## src/rtl/sprite_arb_pkg.sv

```systemverilog
// Shared types and widths for the sprite RAM arbiter.
package sprite_arb_pkg;

  localparam int SPRITE_ADDR_W = 8;
  localparam int SPRITE_DATA_W = 24;
  localparam int STARVE_CNT_W  = 8;

  typedef enum logic [1:0] {CL_NONE, CL_DRAW, CL_HIT, CL_LD} client_e;

endpackage

```

## src/rtl/sprite_arb_starve_ctr.sv

```systemverilog
// Sampler wait counter: counts ungranted request cycles and saturates at STARVE_MAX.
module sprite_arb_starve_ctr
  import sprite_arb_pkg::*;
#(
  parameter int STARVE_MAX = 16
) (
  input  logic                    Clk,
  input  logic                    Reset_n,
  input  logic                    hit_req_i,
  input  logic                    hit_gnt_i,
  input  logic                    draw_req_i,
  input  logic                    locked_i,
  output logic                    starve_o,
  output logic                    break_o,
  output logic [STARVE_CNT_W-1:0] wait_cnt_o
);

  localparam logic [STARVE_CNT_W-1:0] CNT_MAX = STARVE_CNT_W'(STARVE_MAX);

  logic [STARVE_CNT_W-1:0] wait_cnt_q, wait_cnt_d;

  always_comb begin
    wait_cnt_d = wait_cnt_q;
    if (!hit_req_i || hit_gnt_i) begin
      wait_cnt_d = '0;
    end else if (wait_cnt_q != CNT_MAX) begin
      wait_cnt_d = wait_cnt_q + 8'd1;
    end
  end

  always_ff @(posedge Clk or negedge Reset_n) begin
    if (!Reset_n) begin
      wait_cnt_q <= '0;
    end else begin
      wait_cnt_q <= wait_cnt_d;
    end
  end

  // Draw always wins, so the guard only forces a grant in a draw-free cycle.
  assign starve_o   = hit_req_i && !draw_req_i && (wait_cnt_q == CNT_MAX);
  assign break_o    = starve_o && locked_i;
  assign wait_cnt_o = wait_cnt_q;

endmodule

```

## src/rtl/sprite_ram_arbiter.sv

```systemverilog
// Three-client arbiter for the single-port sprite RAM: draw > round-robin(hit, ld),
// with a loader burst lock bounded by the sampler starvation guard.
module sprite_ram_arbiter
  import sprite_arb_pkg::*;
#(
  parameter int ADDR_W     = SPRITE_ADDR_W,
  parameter int DATA_W     = SPRITE_DATA_W,
  parameter int STARVE_MAX = 16
) (
  input  logic              Clk,
  input  logic              Reset_n,
  input  logic              draw_req,
  input  logic [ADDR_W-1:0] draw_addr,
  output logic              draw_gnt,
  output logic              draw_valid,
  output logic [DATA_W-1:0] draw_data,
  input  logic              hit_req,
  input  logic [ADDR_W-1:0] hit_addr,
  output logic              hit_gnt,
  output logic              hit_valid,
  output logic [DATA_W-1:0] hit_data,
  input  logic              ld_req,
  input  logic              ld_lock,
  input  logic [ADDR_W-1:0] ld_addr,
  input  logic [DATA_W-1:0] ld_data,
  output logic              ld_gnt,
  output logic              ram_we,
  output logic [ADDR_W-1:0] ram_addr,
  output logic [DATA_W-1:0] ram_wdata,
  input  logic [DATA_W-1:0] ram_rdata,
  output logic              starve_break
);

  client_e                 sel;
  logic                    starve;
  logic [STARVE_CNT_W-1:0] wait_cnt;

  logic              rr_ld_q, rr_ld_d;
  logic              locked_q, locked_d;
  logic [ADDR_W-1:0] addr_q;
  logic              draw_valid_q, hit_valid_q;

  sprite_arb_starve_ctr #(
    .STARVE_MAX(STARVE_MAX)
  ) u_starve (
    .Clk       (Clk),
    .Reset_n   (Reset_n),
    .hit_req_i (hit_req),
    .hit_gnt_i (hit_gnt),
    .draw_req_i(draw_req),
    .locked_i  (locked_q),
    .starve_o  (starve),
    .break_o   (starve_break),
    .wait_cnt_o(wait_cnt)
  );

  always_comb begin
    sel = CL_NONE;
    if (draw_req) begin
      sel = CL_DRAW;
    end else if (starve) begin
      sel = CL_HIT;
    end else if (locked_q) begin
      if (ld_req) sel = CL_LD;
    end else if (hit_req && ld_req) begin
      sel = rr_ld_q ? CL_LD : CL_HIT;
    end else if (hit_req) begin
      sel = CL_HIT;
    end else if (ld_req) begin
      sel = CL_LD;
    end
  end

  assign draw_gnt = (sel == CL_DRAW);
  assign hit_gnt  = (sel == CL_HIT);
  assign ld_gnt   = (sel == CL_LD);

  // Idle cycles replay the last address so the RAM address bus stays quiet.
  always_comb begin
    case (sel)
      CL_DRAW: ram_addr = draw_addr;
      CL_HIT:  ram_addr = hit_addr;
      CL_LD:   ram_addr = ld_addr;
      default: ram_addr = addr_q;
    endcase
  end

  assign ram_we    = ld_gnt;
  assign ram_wdata = ld_data;

  always_comb begin
    rr_ld_d = rr_ld_q;
    if (hit_gnt)     rr_ld_d = 1'b1;
    else if (ld_gnt) rr_ld_d = 1'b0;
  end

  // A draw preemption is neither an ld grant nor an ld_req drop, so the lock survives it.
  always_comb begin
    locked_d = locked_q;
    if (ld_gnt)       locked_d = ld_lock;
    else if (!ld_req) locked_d = 1'b0;
  end

  always_ff @(posedge Clk or negedge Reset_n) begin
    if (!Reset_n) begin
      rr_ld_q      <= 1'b0;
      locked_q     <= 1'b0;
      addr_q       <= '0;
      draw_valid_q <= 1'b0;
      hit_valid_q  <= 1'b0;
    end else begin
      rr_ld_q      <= rr_ld_d;
      locked_q     <= locked_d;
      addr_q       <= ram_addr;
      draw_valid_q <= draw_gnt;
      hit_valid_q  <= hit_gnt;
    end
  end

  assign draw_valid = draw_valid_q;
  assign hit_valid  = hit_valid_q;
  assign draw_data  = ram_rdata;
  assign hit_data   = ram_rdata;

endmodule
```

## config.mk

```make
export PLATFORM = sky130hd
export DESIGN_NAME = sprite_ram_arbiter
export DESIGN_NICKNAME = d
export VERILOG_FILES = /design/src/rtl/sprite_arb_pkg.sv /design/src/rtl/sprite_arb_starve_ctr.sv /design/src/rtl/sprite_ram_arbiter.sv
export SDC_FILE = /design/constraint.sdc
export NUM_CORES = 1
export LEC_CHECK = 0
export CAP_MARGIN = 20
export CORE_AREA = 2 2 64 66
export CTS_BUF_LIST = sky130_fd_sc_hd__clkbuf_8
export DETAILED_ROUTE_END_ITERATION = 8
export DIE_AREA = 0 0 66 68
export DONT_BUFFER_PORTS = 1
export MAX_ROUTING_LAYER = met4
export PLACE_DENSITY = 0.61
export REMOVE_ABC_BUFFERS = 1
export SETUP_SLACK_MARGIN = 0.05
export SYNTH_ARGS = -nofsm -noshare
export SYNTH_HDL_FRONTEND = slang
export SYNTH_SLANG_ARGS = --single-unit
```

## constraint.sdc

```tcl
create_clock -name Clk -period 2.9 [get_ports Clk]
set_input_delay 0.435 -clock Clk [delete_from_list [all_inputs] [get_ports Clk]]
set_output_delay 0.435 -clock Clk [all_outputs]
set_load 0.01 [all_outputs]
```

# [Word-level counts from Yosys, hierarchy flattened]
# Index checks and enable logic that the tools add are counted.
[totals] register_bits=20 inputBits=78
[classes] addsub=1 eq_ne=6 n_mux=14 n_reduce_logical=9
[op_table] cell="case mux 8 bit (3 select lines)" n=1
[op_table] cell="two-way mux 8 bit" n=2
[op_table] cell="two-way mux 2 bit" n=6
[op_table] cell="adder 8 x 1 -> 8 bit (second input constant)" n=1
[op_table] cell="equality test 8 x 5 -> 1 bit (second input constant)" n=1
[op_table] cell="!= test 8 x 5 -> 1 bit (second input constant)" n=1
[op_table] cell="two-way mux 1 bit" n=5
[op_table] cell="equality test 2 bit (second input constant)" n=2
[op_table] cell="logical AND 1 bit" n=4
[op_table] cell="nonzero test 2 bit" n=2
[op_table] cell="equality test 2 x 1 -> 1 bit (second input constant)" n=1
[op_table] cell="zero test 1 bit" n=2
[op_table] cell="!= test 2 x 1 -> 1 bit (second input constant)" n=1
[op_table] cell="logical OR 1 bit" n=1

# [Depth between registers and ports, before layout]
# Gate-level depths: netlist of the first run.
[depth] word_depth=9 ltp_mapped=7 ltp_nobuf=6

# [By module]
# Synthesis of the first run repeated with hierarchy kept, for this count alone.
[unflattened] hier_cells=185 hier_area_um2=1605.3
[modules_own_cells] module="sprite_ram_arbiter" n_inst=1 cells_per_inst=138 area_per_inst_um2=1147.4 seq_area_each_um2=300.3
[modules_own_cells] module="sprite_arb_starve_ctr" n_inst=1 cells_per_inst=47 area_per_inst_um2=457.9 seq_area_each_um2=200.2

# [Least setup slack after synthesis of the first run]
# No wires, ideal clock.
[synth_timing] path_type="register to output" start="register u_starve.wait_cnt_q[0] (netlist: u_starve.wait_cnt_o[0])" end="output ram_addr[0]" arrival_ps=1891 required_ps=2465 setup_slack_ps=574 path_stages_with_launch=7 n_path_buf=0 cell_sequence="dfrtp_1 inv_1 ha_1 or3b_2 o32ai_4 nand3b_1 a32oi_1"
[synth_via] elab_chain_len=6 elab_cells_between_ends=8
[synth_lines] item="from (decl)" line="sprite_arb_starve_ctr.sv:20" rtl="logic [STARVE_CNT_W-1:0] wait_cnt_q, wait_cnt_d;"
[synth_lines] item="from (signal assigned)" line="sprite_arb_starve_ctr.sv:35" rtl="wait_cnt_q <= wait_cnt_d;"
[synth_lines] item="equality test 8 x 5 -> 1 bit *" line="sprite_arb_starve_ctr.sv:40" rtl="assign starve_o = hit_req_i && !draw_req_i && (wait_cnt_q == CNT_MAX);"
[synth_lines] item="logical AND 1 bit *" line="sprite_arb_starve_ctr.sv:40"
[synth_lines] item="two-way mux 2 bit *" line="sprite_ram_arbiter.sv:61" rtl="end else if (starve) begin"
[synth_lines] item="two-way mux 2 bit *" line="sprite_ram_arbiter.sv:59" rtl="if (draw_req) begin"
[synth_lines] item="equality test 2 bit / equality test 2 x 1 -> 1 bit (equally long branches)" line="sprite_ram_arbiter.sv:80" rtl="case (sel)"
[synth_lines] item="case mux 8 bit (3 select lines) *" line="sprite_ram_arbiter.sv:80"
[synth_lines] item="to (decl)" line="sprite_ram_arbiter.sv:28" rtl="output logic [ADDR_W-1:0] ram_addr,"
# Mark *: on every way between the ends. The rest lies on a longest branch, timed or not.

# [Final worst setup path of the first run]
[layout_timing] start="register u_starve.wait_cnt_q[0] (netlist: u_starve.wait_cnt_o[0])" end="output ram_addr[1]"
# The elaborated chain is that of the path after synthesis.

==> metrics, run 1 <==
number of fillers in the final layout=389; register area share after synthesis=28.6%; cells along the critical path=inv_1 > ha_1 > or3b_4 > o32ai_4 > buf_4 > nand3b_1 > a32oi_2; Commonest cells post-synth=73 x buf_4, 20 x dfrtp_1, 12 x nand3_1; crit start category=flop; area grow syn2layout=-19.8%; synthesized instance count=201; Seq. cell area=500 µm²; Antenna diodes=0; kind of critical path=reg -> out; antenna violations before repair=0; Gate power share=19.4%; slowest cell on the critical path=or3b_4; final hold violations=0; Mapped Avg Cell Area=8.72 µm²; initial DRC count=124; Static Leak=0.000556 µW; CP delay by family, top=compound AO/OA/AOI/OAI gates; WL met3=1590 µm; worst path required time=2470 ps; CP Depth=7; R2R Path Start=u_starve.wait_cnt_o[0]; Setup-failing EPs final=0; WL met1=2010 µm; status=finished, final reports clean; Setup Skew=3.38 ps; number of global-route vias before repair=1158; Core ar.=3860 µm²; FF-to-FF path depth=6; #FFs+latches synth=20; total track usage=35.2%; CP Capture Type=output port; PortBufs=0; Placed Instance Area=1240 µm²; Nets=212; WL final=8080 µm; die height=68 µm; Fmax achieved=369 MHz; Async SR Flop Fraction=100%; Clk pwr share=38.5%; WP data arrival=2270 ps; RSZ-0062 raised after global routing=false; Synth warnings=0; hold path cells=0; wire length per cell=44.6 µm; Synth top area share=31.3%; Synth area leaders=buf_4 31%, dfrtp_1 29%, a32oi_1 3.5%; cell-internal power=545 µW; Final Max Tran Viols=0; Max Used Layer=met4; Tightest Pin Transition=978 ps; via count=1244; clk slew on worst S/H paths=80 ps; FP Rows=23; Multi-input gate area=706 µm²; slowest stage delay, CP=420 ps; Clock Latency Late Sink=260 ps; max_slew headroom=34.6%; Post-synth EDFFs=0; Flop pwr share=42.1%; Net Sw Power=202 µW; Hold Worst Slack=200 ps; worst min-delay path class=in -> reg; Residual DRC=0; I/O Pins=165; met2 wire len=3840 µm; largest area contributor in the netlist=buf_4; switching power share of the total=27.1%; Max Buffers Root-to-Sink=2; pin count of the biggest net entering global routing=26; hold_sp=draw_req; Placer Congestion=0.956; Via density=6.87; main flop type after synthesis=dfrtp_1; CTS tree=built; Max Cap Viol=0; global-route wire length before repair=9630 µm; Starting Density=45.5%; crit path from=u_starve.wait_cnt_o[0]; most frequent cell after synthesis=buf_4; root buf cell=clkbuf_8; GRT overflow=0; Final min period=2710 ps; post-route design area=1410 µm²; PD cells=531 nW/µm²; CTS Buf Count=3; H-tree depth=1; maximum VDD drop=0.222 mV; # clock sinks=20; DP HPWL=6720 µm; DR pass1 iterations=6; Crit Path Max Fanout=5; Synth cell types=39; Cell Area, Synth=1750 µm²; area of the die=4490 µm²; period utilization=93.4%; layout cells sized above 1=19.1%; CP bufs+invs=2; setup TNS=0 ps; Die X=66 µm; DRT antenna net count=0
==> final timing paths <==
| check | endpoint | slack, ps |
|---|---|---|
| setup / recovery | ram_addr[1] | 190 |
| hold / removal | draw_valid | 200 |
| setup reg to reg | addr_q[1] | 750 |
| hold reg to reg | rr_ld_q | 500 |
| max in group asynchronous | u_starve.wait_cnt_o[6] | 1530 |
| min in group asynchronous | addr_q[6] | 770 |
==> per-layer routing <==
layer / GRT usage (%) / up-vias
met2: 55.9 / 155
met4: 24.2 / 0
met3: 31.1 / 30
li1: - / 462
met5: - / -
met1: 25.5 / 597
==> cells in the final DEF, fill, tap and decap left out, types with 2 or more instances in the layout <==
cell | synthesis | layout
dfrtp_1 | 20 | 20
nand3_1 | 12 | 12
inv_1 | 11 | 11
nor2_1 | 10 | 10
o21ai_0 | 9 | 8
and2_1 | 8 | 8
nand3b_1 | 7 | 7
a32oi_2 | 0 | 7
xor2_1 | 4 | 4
nor2b_1 | 3 | 3
clkbuf_8 | 0 | 3
nand2b_1 | 2 | 2
a21oi_1 | 2 | 2
o21ai_1 | 1 | 2
and3_1 | 2 | 2
xnor2_1 | 2 | 2
nand2_1 | 2 | 2
ha_1 | 2 | 2
buf_4 | 73 | 2
==> worst register-to-register path, delay by kind of cell (launching register included) <==
family,cells,cell delay (ps)
AND/OR/NAND/NOR,1,270
buffers and inverters,1,80
AO/OA/AOI/OAI,3,1030
flip-flops,1,360
adder cells (fa/ha/maj),1,220
==> area by class of cell <==
type / instances / area share (%)
Multi-Input combinational cell: 93 / 50.2
Sequential cell: 20 / 35.6
Tap cell: 50 / 4.45
Clock buffer: 3 / 2.94
Inverter: 11 / 2.94
Clock inverter: 1 / 2.14
Timing Repair Buffer: 3 / 1.78
==> through the flow <==
step	setup WS, ps	power (µW)	util, %	instances
2_1_floorplan	574	411	-	124
3_3_place_gp	371	430	32.3	174
3_5_place_dp	262	435	32.3	174
4_1_cts	58.2	730	34.9	181
5_1_grt	104	773	36.5	181
6_report	191	747	36.5	181
==> sequential cells by signal (all words and copies together), names as in the netlist <==
signal and count:
rr_ld_q 1, draw_valid 1, hit_valid 1, u_starve.wait_cnt_o 8, locked_q 1, addr_q 8
==> power by group through the flow <==
stage / clock network, µW / logic (µW) / registers [µW]
6_report: 287 / 145 / 314
5_1_grt: 299 / 157 / 317
4_1_cts: 288 / 128 / 314
3_5_place_dp: 0 / 115 / 320
3_3_place_gp: 0 / 110 / 320
2_1_floorplan: 0 / 93.9 / 317
==> cell families (layout without fill, tap and decap cells) <==
family	Yosys count	count (layout)	share of synthesized area, %
flip-flops	20	20	28.6
XOR/XNOR	6	6	3.00
buffers and inverters	88	18	34.9
AND/OR/NAND/NOR	56	56	19.2
adder cells (fa/ha/maj)	2	2	1.43
multiplexers	1	1	0.571
AO/OA/AOI/OAI	28	28	12.3
==> repair_timing <==
| action | CTS | global route |
|---|---|---|
| gates cloned | 0 | 0 |
| endpoints found under the setup margin | 7 | 8 |
| resized for setup | 1 | 10 |
| hold endpoints to repair | 20 | 0 |
| setup buffers | 2 | 0 |
| pin swaps | 1 | 2 |
| hold buffers | 1 | 0 |
(Power assumes the default switching activity.)
==> inputs of run 2 (changes only) <==
==> constraint.sdc (replaced) <==
create_clock -name Clk -period 2.5 [get_ports Clk]
set_input_delay 0.375 -clock Clk [delete_from_list [all_inputs] [get_ports Clk]]
set_output_delay 0.375 -clock Clk [all_outputs]
set_load 0.01 [all_outputs]
==> run 2 against run 1 <==
Against the previous run:
- clock power decreased by 12%
- critical endpoint is now ram_addr[3]
- the run now ends with negative setup slack left
- non-clock buffer count increased by 13
- register-to-register slack got worse by 260 ps
- core utilization increased by 1.8 points
- clock-buffer cell count increased by 1
- wire length increased by 0.20%
- sequential share of layout area decreased by 1.7 points
- sequential cell count unchanged
- via count increased by 3.0%
- setup slack got worse by 280 ps
- sequential power increased by 16%
==> metrics, run 2 (synthesis results as in run 1) <==
status=finished with violations; violated checks=negative setup slack; PD cells=553 nW/µm² (+4.1%); R2R Setup Slk=490 ps (-260 ps); Placer Congestion=1.01 (+5.8%); final core utilization=38.3% (+1.8 points); Via density=6.60 (-3.9%); Setup-failing EPs final=6 (+6); FP Rows=23 (unchanged); die height=68 µm (unchanged); GRT overflow=0 (unchanged); Clock Latency Late Sink=260 ps (about the same); final hold violations=0 (unchanged); Critical R2R Capture=addr_q[7]; H-tree depth=1 (unchanged); Core ar.=3860 µm² (unchanged); crit start category=flop; switching power share of the total=28.6% (+1.5 points); setup TNS=-352 ps (-352 ps); number of global-route vias before repair=1248 (+7.8%); Antenna diodes=0 (unchanged); Multi-input gate area=688 µm² (-2.5%); CTS tree=built; Final min period=2590 ps; crit path from=u_starve.wait_cnt_o[7]; Placed Cells incl. Taps=181 (+4.0%); Setup WS post-layout=-86.1 ps (-277 ps); CTS Buf Count=3 (unchanged); area of the die=4490 µm² (unchanged); Seq. cell area=500 µm² (unchanged); wire length per cell=41.7 µm (-6.5%); I/O Pins=165 (unchanged); antenna violations before repair=0 (unchanged); worst path required time=2120 ps (-350 ps); R2R Path Start=u_starve.wait_cnt_o[7]; Flop pwr share=44.7% (+2.6 points); Overall Power=818 µW (+9.4%); DP Worst Slack=-62.1 ps (-324 ps); Tightest Pin Transition=959 ps (-19.9 ps); # clock sinks=20 (unchanged); Post-Layout Cell Count=194 (+7.2%); Static Leak=0.000612 µW (+10%); worst min-delay path class=in -> reg; number of fillers in the final layout=389 (unchanged); via count=1281 (+3.0%); DRT antenna net count=0 (unchanged); cells along the critical path=or4b_4 > o32ai_4 > buf_6 > nand3b_1 > a32oi_1 > buf_4; total track usage=36.2% (+1.0 points); Fmax achieved=387 MHz; FF-to-FF path depth=6 (unchanged); Residual DRC=0 (unchanged); Final Max Tran Viols=0 (unchanged); cell-internal power=584 µW (+7.1%); maximum VDD drop=0.224 mV (+1.3%); kind of critical path=reg -> out; Max Buffers Root-to-Sink=2 (unchanged); DR pass1 iterations=4 (-2); WP data arrival=2210 ps (-60 ps); slowest cell on the critical path=or4b_4; Gate power share=24.5% (+5.1 points); period utilization=103%; CP Capture Type=output port; Max Cap Viol=0 (unchanged); pin count of the biggest net entering global routing=26 (unchanged); clk slew on worst S/H paths=80 ps (about the same); RSZ-0062 raised after global routing=true; WHS Endpoint=draw_valid; area grow syn2layout=-15.7%; layout cells sized above 1=26.4% (+7.3 points); Net Sw Power=234 µW (+16%); PortBufs=0 (unchanged); Starting Density=45.5% (unchanged); hold path cells=0 (unchanged); Crit Path Max Fanout=5 (unchanged); slowest stage delay, CP=600 ps (+180 ps); initial DRC count=48 (-61%); hold_sp=draw_req; commonest non-fill, non-tap cell in the layout=dfrtp_1; Clk pwr share=30.8% (-7.7 points); most frequent cells in the layout=20 x dfrtp_1, 13 x buf_4, 12 x nand3_1, 10 x nor2_1, 9 x inv_1; WL final=8090 µm (+0.20%); DP HPWL=6800 µm (+1.1%); Nets=225 (+6.1%); max_slew headroom=35.9% (+1.3 points); global-route wire length before repair=10100 µm (+4.5%); Setup Skew=6.68 ps (+3.30 ps); root buf cell=clkbuf_8; Die X=66 µm (unchanged)
-- run 2: cell count changes in the layout (fill, tap and decap cells not counted), sizes merged --
cell | previous run | this run
buf | 2 | 15
bufinv | 1 | 0
clkbuf | 3 | 4
-- run 2: how the worst max path moves through the flow --
stage | to | slack, ps | depth (start not counted)
after CTS | ram_addr[3] | -110 | 9
after floorplan | ram_addr[0] | 230 | 6
final | ram_addr[3] | -90 | 6
after detailed placement | ram_addr[4] | -60 | 6
after global routing | ram_addr[3] | -160 | 6
after global placement | ram_addr[4] | 7 | 6
-- run 2: critical path, delay by kind of cell (launching register included) --
| family | cells | cell delay [ps] |
|---|---|---|
| AOI/OAI and AO/OA | 2 | 530 |
| buffers and inverters | 2 | 340 |
| DFF | 1 | 420 |
| and+or+nand+nor | 2 | 680 |
-- run 2: power by group through the flow --
stage	clock, µW	combinational [µW]	sequential [µW]
floorplan	0	109	367
global placement	0	147	371
detailed placement	0	153	372
CTS	253	211	365
global route	265	217	367
finish	252	200	365
-- run 2: final cells by class --
| cell class | instances | area share [%] |
|---|---|---|
| Tap cell | 50 | 4.23 |
| Sequential cell | 20 | 33.9 |
| Timing Repair Buffer | 16 | 8.81 |
| Inverter | 11 | 2.79 |
| Clock buffer | 4 | 3.73 |
| Multi-Input combinational cell | 93 | 46.6 |
-- run 2: repair_timing --
action / CTS / global route
hold buffers: 1 / 0
pin swaps: 17 / 9
gates resized for setup: 12 / 4
endpoints found under the hold margin: 20 / 0
setup endpoints to repair: 11 / 9
gates cloned: 1 / 0
buffers inserted: 7 / 2
-- run 2: routing by layer --
metal	share of wire, %	vias up	track usage (%)
li1	-	487	-
met1	23	593	23.7
met2	46	161	57.4
met3	20	40	33.9
met4	11	0	28.1
met5	0	-	-
-- run 2: stage by stage --
| stage | area, µm² | hold slack (ps) |
|---|---|---|
| 2_1_floorplan | 1180 | 79.4 |
| 3_3_place_gp | 1300 | 79.8 |
| 3_5_place_dp | 1300 | 80.0 |
| 4_1_cts | 1500 | 136 |
| 5_1_grt | 1480 | 127 |
| 6_report | 1480 | 147 |
